===== src/rtl/seq_detect_param.sv =====
// Parametrised serial pattern detector. The transition table is built at elaboration from a
// KMP-style longest-border search over PATTERN, so the runtime logic is a constant mux.
module seq_detect_param #(
  parameter int unsigned            PATTERN_LEN = 4,
  parameter logic [PATTERN_LEN-1:0] PATTERN     = 4'b0111,
  parameter bit                     OVERLAP     = 1'b1,
  parameter int unsigned            CNT_W       = 8,
  parameter int unsigned            ST_W        = $clog2(PATTERN_LEN + 1)
) (
  input  logic             clk,
  input  logic             rst_n,
  input  logic             in,
  input  logic             in_valid,
  input  logic             clr,
  output logic             match,
  output logic [CNT_W-1:0] match_cnt,
  output logic             partial,
  output logic [ST_W-1:0]  current_state,
  output logic [ST_W-1:0]  next_state
);

  if (PATTERN_LEN < 2 || PATTERN_LEN > 16) begin : g_bad_len
    $error("seq_detect_param: PATTERN_LEN must be in 2..16");
  end

  if (ST_W != $clog2(PATTERN_LEN + 1)) begin : g_bad_st_w
    $error("seq_detect_param: ST_W must not be overridden");
  end

  // Pattern left-aligned so the first received bit is always at bit 15.
  localparam logic [15:0]        PAT_MSB = 16'(PATTERN) << (16 - PATTERN_LEN);
  localparam logic [ST_W-1:0]    FULL    = ST_W'(PATTERN_LEN);
  localparam logic [CNT_W-1:0]   CNT_MAX = '1;

  // Longest l <= max_l such that the last l bits of s[0..n-1] equal the first l pattern bits.
  function automatic int suffix_match(input logic [15:0] s, input int n, input int max_l);
    int  best;
    logic ok;
    best = 0;
    for (int l = 1; l <= 16; l++) begin
      if (l <= max_l && l <= n) begin
        ok = 1'b1;
        for (int j = 0; j < 16; j++) begin
          if (j < l) begin
            if (s[4'(n - l + j)] != PAT_MSB[4'(15 - j)]) ok = 1'b0;
          end
        end
        if (ok) best = l;
      end
    end
    return best;
  endfunction

  // Next prefix length after matching k bits and then receiving b.
  function automatic int calc_delta(input int k, input logic b);
    logic [15:0] s;
    s = '0;
    for (int i = 0; i < 16; i++) begin
      if (i < k) s[4'(i)] = PAT_MSB[4'(15 - i)];
    end
    s[4'(k)] = b;
    return suffix_match(s, k + 1, k + 1);
  endfunction

  // Longest proper border of the full pattern: where the search resumes after an overlap match.
  function automatic int calc_fail();
    logic [15:0] s;
    s = '0;
    for (int i = 0; i < 16; i++) begin
      if (i < int'(PATTERN_LEN)) s[4'(i)] = PAT_MSB[4'(15 - i)];
    end
    return suffix_match(s, int'(PATTERN_LEN), int'(PATTERN_LEN) - 1);
  endfunction

  localparam logic [ST_W-1:0] FAIL_N = ST_W'(calc_fail());

  logic [ST_W-1:0] delta_tbl [2**ST_W][2];

  for (genvar gk = 0; gk < 2**ST_W; gk++) begin : g_row
    for (genvar gb = 0; gb < 2; gb++) begin : g_col
      if (gk < PATTERN_LEN) begin : g_live
        assign delta_tbl[gk][gb] = ST_W'(calc_delta(gk, gb != 0));
      end else begin : g_pad
        assign delta_tbl[gk][gb] = '0;
      end
    end
  end

  logic [ST_W-1:0] t;
  logic            hit;

  always_comb begin
    t   = delta_tbl[current_state][in];
    hit = (t == FULL);
    if (clr) begin
      next_state = '0;
    end else if (in_valid) begin
      if (hit) next_state = OVERLAP ? FAIL_N : '0;
      else     next_state = t;
    end else begin
      next_state = current_state;
    end
  end

  always_ff @(posedge clk or negedge rst_n) begin
    if (!rst_n) begin
      current_state <= '0;
      match         <= 1'b0;
      match_cnt     <= '0;
    end else begin
      current_state <= next_state;
      if (clr) begin
        match     <= 1'b0;
        match_cnt <= '0;
      end else begin
        match <= in_valid & hit;
        if (in_valid && hit && match_cnt != CNT_MAX) match_cnt <= match_cnt + 1'b1;
      end
    end
  end

  assign partial = (current_state != '0);

endmodule


===== config.mk =====
export PLATFORM = sky130hd
export DESIGN_NAME = seq_detect_param
export DESIGN_NICKNAME = d
export VERILOG_FILES = /design/src/rtl/seq_detect_param.sv
export SDC_FILE = /design/constraint.sdc
export NUM_CORES = 1
export LEC_CHECK = 0
export CAP_MARGIN = 20
export CORE_MARGIN = 4
export CORE_UTILIZATION = 35
export DETAILED_ROUTE_END_ITERATION = 10
export SLEW_MARGIN = 5
export SYNTH_ARGS = -nofsm -noshare
export SYNTH_HDL_FRONTEND = slang
export SYNTH_SLANG_ARGS = --single-unit
export TNS_END_PERCENT = 30

===== constraint.sdc =====
create_clock -name clk -period 2.45 [get_ports clk]
set_input_delay 0.245 -clock clk [delete_from_list [all_inputs] [get_ports clk]]
set_output_delay 0.245 -clock clk [all_outputs]
set_load 0.005 [all_outputs]

==> results of run 1 <==
[repair_timing]
action	CTS	global route
hold buffers	0	0
resized for setup	1	3
setup buffers	0	1
endpoints found under the setup margin	1	1
[cells by family (layout without fill, tap and decap cells)]
| logic type | after synthesis | count (layout) |
|---|---|---|
| muxes | 3 | 3 |
| and+or+nand+nor | 30 | 30 |
| DFF | 12 | 12 |
| adders and majority gates | 3 | 3 |
| AOI/OAI and AO/OA | 17 | 17 |
| buffers and inverters | 5 | 29 |
[state kept, by name, summed over array words and instances (netlist names)]
register and flops:
current_state 3, match 1, match_cnt 8
[metal layers]
layer  GRT usage (%)  vias up  part of all wire (%)
met5               0        -                     0
met3            3.44        2                   4.8
met2            18.6       16                    46
met4            5.24        0                  0.76
met1            16.3      270                    48
li1                -      306                     -
[power by group through the flow]
stage	logic (mW)	clock network, mW	registers [mW]
detailed placement	0.0559	0	0.207
global route	0.0685	0.134	0.203
floorplan	0.0213	0	0.208
CTS	0.0570	0.124	0.203
global placement	0.0557	0	0.207
finish	0.0610	0.116	0.202
[worst max-delay path, delay by kind of cell, from the launching register on]
kind            cells  cell delay [ps]
simple gates        2              220
buf+inv             2              590
flops               1              350
fa+ha+maj           1              310
compound gates      1              180
[through the flow]
stage	utilization, %	std cells
floorplan	-	70
global placement	51.1	115
detailed placement	51.1	115
CTS	52.6	118
global route	53.7	119
finish	53.7	119
[layout make-up]
type	instances	area (um^2)	share of cell area, %
sequential	12	300	31.7
tap	25	31.3	3.30
inverter	4	15.0	1.59
clock buffer	3	22.5	2.38
timing repair buffer	22	215	22.7
multi-input combinational	53	363	38.3
[Yosys cell counts (all sizes together)]
| library cell | n |
|---|---|
| a211oi | 2 |
| a21o | 1 |
| a21oi | 7 |
| a2bb2oi | 1 |
| a311oi | 1 |
| a31oi | 1 |
| and2 | 1 |
| clkbuf | 1 |
| dfrtp | 12 |
| ha | 3 |
| inv | 4 |
| mux2 | 1 |
| mux2i | 2 |
| nand2 | 5 |
| nand2b | 5 |
| nand3 | 1 |
| nand3b | 2 |
| nand4 | 2 |
| nor2 | 7 |
| nor2b | 2 |
| nor3 | 1 |
| nor4 | 1 |
| o21ai | 3 |
| o31a | 1 |
| or2 | 1 |
| or3 | 2 |
[worst max path at each step]
stage                           from  cells past startpoint       endpoint
finish              current_state[1]                      6  next_state[2]
global route        current_state[1]                      6  next_state[2]
CTS                 current_state[1]                      6  next_state[0]
detailed placement          in_valid                      5  next_state[0]
global placement            in_valid                      5  next_state[0]
floorplan           current_state[0]                      6   match_cnt[0]
==> results.json, run 1 <==
{
  "period_needed_ps": 2150,
  "xor_and_xnor_fraction_of_the_mapped_netlist_area_pct": 0,
  "cts_buffers": 3,
  "timing.fmax_mhz": 466,
  "power.sequential.fraction_pct": 53.3,
  "synth_mux_area_share_pct": 4.68,
  "largest_net_degree_at_the_start_of_global_routing": 13,
  "routed_via_density": 4.99,
  "ys_seq_elements": 12,
  "synth_top_area_cell": "sky130_fd_sc_hd__dfrtp_1",
  "critPathMaxFanout": 3,
  "int_pwr_mw": 0.292,
  "synth_seq_area_share_pct": 44.9,
  "ys.warnings.count": 0,
  "worst-setup-path-type": "flop to primary output",
  "complex_gate_fraction_of_the_synthesized_area_pct": 15.7,
  "timing.max_slew.rel_slack_pct": 64.8,
  "timing_worst_slew_pin_value_ps": 526,
  "diodes": 0,
  "ant_nets": 0,
  "postSynthCellCount": 70,
  "total_global_routing_track_utilization_pct": 12.3,
  "power.leakage_nw": 0.402,
  "commonest_cells_after_routing_fill_and_taps_aside": "sky130_fd_sc_hd__clkdlybuf4s50_1, sky130_fd_sc_hd__dfrtp_1, sky130_fd_sc_hd__nor2_1",
  "cp_cell_sequence": "inv_1, ha_1, nand2b_4, nand3_1, a21oi_1, clkdlybuf4s50_1",
  "final_hold_viol_count": 0,
  "dr.first_iter.drc_count": 8,
  "initial_core_util_pct": 37.9,
  "area_growth_from_synthesis_to_final_layout_pct": 41.8,
  "vias": 594,
  "power_frac_comb_pct": 16.1,
  "switching_share_pct": 23.0,
  "final_cell_area_um2": 947,
  "routabilityCongestion": 0.782,
  "cp_arrival_ps": 1900,
  "ys_types": 28,
  "first_global_vias": 562,
  "clock-root-buffer": "sky130_fd_sc_hd__clkbuf_4",
  "vdd_drop_max_mv": 0.304,
  "mostFrequentLayoutCell": "sky130_fd_sc_hd__clkdlybuf4s50_1",
  "rows": 15,
  "clkLatencyLatePin_ps": 260,
  "drv.max_cap_violation_count": 0,
  "port_buffers": 19,
  "clk_pin_slew_worst_paths_ps": 70,
  "share_of_final_layout_standard_cells_stronger_than_drive_strength_1_pct": 13.8,
  "status": "completed",
  "drt_pass1_iterations": 4,
  "remaining_drc_errors": 0,
  "floorplan.io_pins": 21,
  "startpoint_type": "flop",
  "finalSetupViolCount": 0,
  "setup_slack_ps": 303,
  "synth_top_family_by_area": "simple AND/OR/NAND/NOR gates",
  "grt_antenna_before_repair": 0,
  "cts_tree": "yes",
  "r2r_setup_slk_ps": 540,
  "synth_fa_ha_area_share_pct": 5.62,
  "globalRoute.totalOverflow": 0,
  "total_power_mw": 0.379,
  "routed_wire_length_per_instance_um": 12.2,
  "fillers": 170,
  "synthSimpleGateAreaFrac_pct": 26.2,
  "worst_r2r_path_depth": 6,
  "timing_max_transition_violations_final": 0,
  "chipHeight_um": 51.7,
  "grt_setup_unrepaired": "false",
  "grt_first_pass_wirelength_mm": 2.44,
  "routed_wirelength_mm": 1.45,
  "startpoint_of_the_worst_register_to_register_path": "current_state[1]",
  "min-delay-path-class": "input port to asynchronous set/reset pin",
  "timing.critical_path.slowest_cell_delay_ps": 530,
  "netlist_top_cells_area": "sky130_fd_sc_hd__dfrtp_1, sky130_fd_sc_hd__ha_1, sky130_fd_sc_hd__a21oi_1, sky130_fd_sc_hd__nand2b_1, sky130_fd_sc_hd__nor2_1",
  "power.switching_mw": 0.0870,
  "final_net_count": 104,
  "synthesis.nets": 78,
  "place_worst_setup_slack_ps": 230,
  "die_x_um": 51.7,
  "synth_top_cell_area_share_pct": 44.9,
  "finalCritPeriodShare_pct": 87.6,
  "synth.cell_area_um2": 668,
  "hpwlAfterDp_mm": 1.12,
  "timing.critical_path.required_ps": 2200,
  "skew_ps": 1.47,
  "timing.setup.tns_ps": 0,
  "dieArea_mm2": 0.00267,
  "cts_buffer_depth": 2,
  "worst_hold_slack_ps": 323,
  "power_per_cell_area_mw_per_mm2": 400,
  "syn-mean-instance-area_um2": 9.54,
  "worstReg2RegEnd": "match_cnt[0]",
  "power.share.clock_pct": 30.6,
  "worst_setup_ep_type": "primary output",
  "placement.cell_area_um2": 901,
  "clock_sinks": 12,
  "placeableCoreArea_mm2": 0.00176,
  "clock_tree.htree_level_count": 1,
  "slowest_cp_cell": "sky130_fd_sc_hd__clkdlybuf4s50_1"
}
No activity file was read; power rests on OpenSTA's default activity.
==> run 2: changes to the inputs <==
--- a/config.mk
+++ b/config.mk
@@ -5,6 +5,7 @@
 export SDC_FILE = /design/constraint.sdc
 export NUM_CORES = 1
 export LEC_CHECK = 0
+export ABC_AREA = 1
 export CAP_MARGIN = 20
 export CORE_MARGIN = 4
 export CORE_UTILIZATION = 35
==> results.json, run 2 <==
{
  "power.leakage_nw": 0.526,
  "skew_ps": 3.25,
  "timing_worst_slew_pin_value_ps": 525,
  "synth_top_area_cell": "sky130_fd_sc_hd__dfrtp_1",
  "vdd_drop_max_mv": 0.297,
  "routed_wirelength_mm": 1.55,
  "rows": 16,
  "critPathMaxFanout": 3,
  "status": "completed",
  "met2_length_um": 686,
  "met3_length_um": 103,
  "synth_seq_area_share_pct": 39.3,
  "chipHeight_um": 54.7,
  "placeableCoreArea_mm2": 0.00202,
  "ys_seq_elements": 12,
  "clock-root-buffer": "sky130_fd_sc_hd__clkbuf_4",
  "remaining_drc_errors": 0,
  "diodes": 0,
  "postLayoutCoreUtil_pct": 50.6,
  "startpoint_type": "flop",
  "synth_top_flop_cell": "sky130_fd_sc_hd__dfrtp_1",
  "dieArea_mm2": 0.00299,
  "drt_pass1_iterations": 4,
  "cts_buffers": 3,
  "grt_setup_unrepaired": "false",
  "clock_tree.htree_level_count": 1,
  "ys.warnings.count": 0,
  "startpoint_of_the_worst_register_to_register_path": "current_state[0]",
  "cts_tree": "yes",
  "cp_arrival_ps": 1940,
  "grt_antenna_before_repair": 0,
  "die_x_um": 54.7,
  "power_per_cell_area_mw_per_mm2": 364,
  "commonest_cells_after_routing_fill_and_taps_aside": "sky130_fd_sc_hd__nand2_1, sky130_fd_sc_hd__clkdlybuf4s50_1, sky130_fd_sc_hd__nand3_1",
  "final_net_count": 130,
  "drv.max_cap_violation_count": 0,
  "r2r_setup_slk_ps": 970,
  "largest_net_degree_at_the_start_of_global_routing": 16,
  "timing.setup.tns_ps": 0,
  "share_of_final_layout_standard_cells_stronger_than_drive_strength_1_pct": 15.8,
  "floorplan.io_pins": 21,
  "clkLatencyLatePin_ps": 270,
  "netlist_top_cells_area": "sky130_fd_sc_hd__dfrtp_1, sky130_fd_sc_hd__nand3_1, sky130_fd_sc_hd__nand2_1, sky130_fd_sc_hd__ha_1, sky130_fd_sc_hd__inv_1",
  "cts_buffer_depth": 2,
  "initial_core_util_pct": 37.7,
  "max_flop_register": "match_cnt",
  "timing.max_slew.rel_slack_pct": 64.9,
  "grt_first_pass_wirelength_mm": 2.73,
  "hpwlAfterDp_mm": 1.20,
  "worst_r2r_path_depth": 7,
  "timing.fmax_mhz": 457,
  "routabilityCongestion": 0.807,
  "yosys.cell_count.top_type": "sky130_fd_sc_hd__nand2_1",
  "ys_async_sr_fraction_pct": 100,
  "routed_via_density": 4.70,
  "postSynthCellCount": 97,
  "first_global_vias": 625,
  "clk_pin_slew_worst_paths_ps": 70,
  "routed_wire_length_per_instance_um": 10.5,
  "syn-mean-instance-area_um2": 7.87,
  "largest_register_ffs": 8,
  "synth_top_cell_area_share_pct": 39.3,
  "period_needed_ps": 2190,
  "area_growth_from_synthesis_to_final_layout_pct": 33.9,
  "timing_max_transition_violations_final": 0,
  "ys_types": 24,
  "synth-edff-count": 0,
  "highest_layer": "met4",
  "timing.critical_path.slowest_cell_delay_ps": 520,
  "mostFrequentLayoutCell": "sky130_fd_sc_hd__nand2_1",
  "wl_met1_um": 747,
  "fillers": 205,
  "worst-setup-path-type": "flop to primary output",
  "total_power_mw": 0.372,
  "finalCritPeriodShare_pct": 89.4,
  "finalSetupViolCount": 0,
  "synth.cell_area_um2": 763,
  "ant_nets": 0,
  "placement.cell_area_um2": 990,
  "final_cells": 147,
  "total_global_routing_track_utilization_pct": 12.9,
  "dpl.cell_count": 143,
  "final_hold_viol_count": 0,
  "slowest_cp_cell": "sky130_fd_sc_hd__clkdlybuf4s50_1",
  "clock_sinks": 12,
  "synth.top_cells.by_count": "sky130_fd_sc_hd__nand2_1, sky130_fd_sc_hd__nand3_1, sky130_fd_sc_hd__dfrtp_1",
  "synthesis.nets": 105,
  "cp.buffers_inverters": 2,
  "globalRoute.totalOverflow": 0,
  "worstReg2RegEnd": "match_cnt[2]",
  "min-delay-path-class": "input port to asynchronous set/reset pin",
  "biggestRegsByFlops": "match_cnt (8), current_state (3), match (1)",
  "worst_setup_ep_type": "primary output",
  "final_cell_area_mm2": 0.00102,
  "critical_path.top_delay_family": "buffers and inverters",
  "cp_cell_sequence": "inv_2, ha_1, o21ai_4, o21a_1, nor2_1, clkdlybuf4s50_1",
  "timing.critical_path.required_ps": 2200,
  "vias": 691,
  "dr.first_iter.drc_count": 17,
  "port_buffers": 19
}
## run 2: cell type report
| class | count | area, um^2 | area share [%] |
|---|---|---|---|
| multi-input combinational | 69 | 402 | 39.3 |
| clock buffer | 3 | 22.5 | 2.20 |
| sequential | 12 | 300 | 29.4 |
| tap | 27 | 33.8 | 3.30 |
| inverter | 15 | 56.3 | 5.51 |
| timing repair buffer | 21 | 208 | 20.3 |
## run 2: where the power goes
part / internal [mW] / switching, mW / leakage [nW]
Combinational: 0.0275 / 0.0266 / 0.346
Clock: 0.0568 / 0.0580 / 0.0138
Sequential: 0.201 / 0.00258 / 0.166
## run 2: routing by layer
layer  vias to the layer above  track usage (%)
li1                        359                -
met1                       313             17.3
met2                        17             18.5
met3                         2             5.72
met4                         0             3.73
met5                         -                0
## run 2: kinds of logic (layout without fill, tap and decap cells)
kind of cell / Yosys count / in the layout / share of synthesized area, %
xor gates and xnor gates: 1 / 1 / 1.15
buffers and inverters: 16 / 39 / 8.03
DFF: 12 / 12 / 39.3
AOI/OAI and AO/OA: 8 / 8 / 7.54
adders and majority gates: 3 / 3 / 4.92
and+or+nand+nor: 57 / 57 / 39.0
## run 2: worst max-delay path by stage
stage	start	endpoint	slack, ps	cells after the start
after global placement	current_state[0]	next_state[0]	300	8
after detailed placement	current_state[0]	next_state[0]	290	8
after CTS	current_state[0]	next_state[0]	70	8
final	current_state[0]	next_state[2]	260	6
after global routing	current_state[0]	next_state[2]	150	6
after floorplan	current_state[0]	next_state[0]	900	7
## run 2: stage by stage
stage	setup slack, ps	hold slack (ps)
3_5_place_dp	290	548
6_report	260	320
3_3_place_gp	300	537
2_1_floorplan	901	-50.6
4_1_cts	66.0	357
5_1_grt	149	382
## run 2: repair_timing
item / in CTS / in global routing
endpoints found under the setup margin: 1 / 1
resized for setup: 0 / 1
pin swaps: 0 / 0
hold buffers: 0 / 0
buffers inserted: 1 / 0
==> run 3: changes to the inputs <==
--- a/config.mk
+++ b/config.mk
@@ -7,9 +7,12 @@
 export LEC_CHECK = 0
 export ABC_AREA = 1
 export CAP_MARGIN = 20
-export CORE_MARGIN = 4
-export CORE_UTILIZATION = 35
+export CELL_PAD_IN_SITES_DETAIL_PLACEMENT = 1
+export CELL_PAD_IN_SITES_GLOBAL_PLACEMENT = 1
+export CORE_MARGIN = 1
+export CORE_UTILIZATION = 33
 export DETAILED_ROUTE_END_ITERATION = 10
+export PLACE_DENSITY_LB_ADDON = 0.1
 export SLEW_MARGIN = 5
 export SYNTH_ARGS = -nofsm -noshare
 export SYNTH_HDL_FRONTEND = slang
==> results.json, run 3 (synthesis gave the netlist of run 2 again) <==
{
  "clk_pin_slew_worst_paths_ps": 80,
  "vdd_drop_max_mv": 0.232,
  "timing_max_transition_violations_final": 0,
  "skew_ps": 6.79,
  "cts_buffers": 3,
  "total_global_routing_track_utilization_pct": 18.1,
  "power.sequential.fraction_pct": 48.4,
  "share_of_final_layout_standard_cells_stronger_than_drive_strength_1_pct": 17.2,
  "initial_core_util_pct": 34.8,
  "number_of_hold_buffers_added_after_cts": 0,
  "power.share.clock_pct": 37.9,
  "placement.cell_area_um2": 991,
  "finalCritPeriodShare_pct": 88.5,
  "switching_share_pct": 23.7,
  "die_x_um": 50.1,
  "worst_hold_slack_ps": 333,
  "vias": 719,
  "grt_first_pass_wirelength_mm": 3.30,
  "timing.max_slew.rel_slack_pct": 61.2,
  "postLayoutCoreUtil_pct": 47.7,
  "final_cells": 150,
  "startpoint_type": "flop",
  "clock_tree.htree_level_count": 1,
  "worst_setup_ep_type": "primary output",
  "dpl.cell_count": 144,
  "status": "completed",
  "clkLatencyLatePin_ps": 280,
  "power_per_cell_area_mw_per_mm2": 401,
  "globalRoute.totalOverflow": 0,
  "worst-setup-path-type": "flop to primary output",
  "floorplan.io_pins": 21,
  "port_buffers": 19,
  "cts_tree": "yes",
  "cts_buffer_depth": 2,
  "max_flop_register": "match_cnt",
  "final_hold_viol_count": 0,
  "min-delay-path-class": "input port to asynchronous set/reset pin",
  "final_net_count": 131,
  "chipHeight_um": 50.1,
  "remaining_drc_errors": 0,
  "routabilityCongestion": 0.814,
  "dieArea_mm2": 0.00251,
  "hpwlAfterDp_mm": 1.39,
  "drv.max_cap_violation_count": 0,
  "drt_pass1_iterations": 3,
  "routed_wirelength_mm": 1.88,
  "area_growth_from_synthesis_to_final_layout_pct": 36.9,
  "diodes": 0,
  "period_needed_ps": 2170,
  "dr.first_iter.drc_count": 6,
  "grt_setup_unrepaired": "false",
  "grt_antenna_before_repair": 0,
  "timing.fmax_mhz": 461,
  "int_pwr_mw": 0.320,
  "largest_net_degree_at_the_start_of_global_routing": 13,
  "final_cell_area_mm2": 0.00104,
  "rows": 17,
  "timing_worst_slew_pin_value_ps": 581,
  "routed_wire_length_per_instance_um": 12.5,
  "placeableCoreArea_mm2": 0.00219,
  "clock_sinks": 12,
  "timing.setup.tns_ps": 0,
  "routed_via_density": 4.79,
  "mostFrequentLayoutCell": "sky130_fd_sc_hd__nand2_1",
  "largest_register_ffs": 8,
  "ant_nets": 0,
  "finalSetupViolCount": 0,
  "timing.critical_path.required_ps": 2200,
  "biggestRegsByFlops": "match_cnt (8), current_state (3), match (1)",
  "critPathMaxFanout": 3,
  "first_global_vias": 746,
  "commonest_cells_after_routing_fill_and_taps_aside": "sky130_fd_sc_hd__nand2_1, sky130_fd_sc_hd__clkdlybuf4s50_1, sky130_fd_sc_hd__nand3_1",
  "clock-root-buffer": "sky130_fd_sc_hd__clkbuf_4",
  "cp_arrival_ps": 1920,
  "power.leakage_nw": 0.538,
  "power.switching_mw": 0.0992,
  "power_frac_comb_pct": 13.7
}
run 3: cell types whose count changed in the layout (fill, tap and decap cells not counted), sizes merged:
cell    before  now
clkbuf       3    4
buf          2    3
run 3: worst max-delay path: stages, from the launching register on:
cell and delay (ps):
sky130_fd_sc_hd__dfrtp_1 370, sky130_fd_sc_hd__inv_2 60, sky130_fd_sc_hd__ha_1 330, sky130_fd_sc_hd__nand3_1 100
sky130_fd_sc_hd__a31oi_1 250, sky130_fd_sc_hd__clkdlybuf4s50_1 550
run 3: worst paths after layout:
| kind | start | to | slack [ps] | cells past startpoint |
|---|---|---|---|---|
| max | current_state[0] | next_state[1] | 280 | 5 |
| min | rst_n | current_state[2] | 330 | 1 |
| max reg2reg | current_state[0] | match_cnt[6] | 990 | 7 |
| min reg2reg | match_cnt[1] | match_cnt[1] | 560 | 2 |
| max in group asynchronous | rst_n | match_cnt[1] | 1730 | 1 |
| min in group clk | match_cnt[1] | match_cnt[1] | 560 | 2 |
run 3: routing by layer:
layer / routed length (um) / track usage, % / share of wire (%)
met1: 926 / 22.8 / 49
met2: 858 / 28.2 / 46
met3: 69 / 4.94 / 3.7
met4: 23 / 8.57 / 1.2
met5: 0 / 0 / 0
run 3: through the flow:
stage | setup WS, ps | total power [mW]
2_1_floorplan | 901 | 0.231
3_3_place_gp | 287 | 0.261
3_5_place_dp | 252 | 0.262
4_1_cts | 14.9 | 0.430
5_1_grt | 128 | 0.438
6_report | 282 | 0.419
run 3: timing repair:
item,4_1_cts,5_1_grt
hold endpoints to repair,0,0
setup buffers,2,0
setup endpoints to repair,1,1
resized for setup,0,1
pin swaps,0,0
run 3: layout make-up:
class                           count  area (um^2)
Sequential cell                    12          300
Tap cell                           28         35.0
Fill cell                         276         1150
Inverter                           15         56.3
Clock buffer                        4         36.3
Timing Repair Buffer               22          215
Multi-Input combinational cell     69          402
run 3: power groups by stage:
stage	sequential (mW)	combinational [mW]	clock (mW)
after global placement	0.208	0.0533	0
after global routing	0.203	0.0641	0.171
after detailed placement	0.208	0.0537	0
final	0.203	0.0575	0.159
after CTS	0.203	0.0594	0.168
after floorplan	0.208	0.0230	0
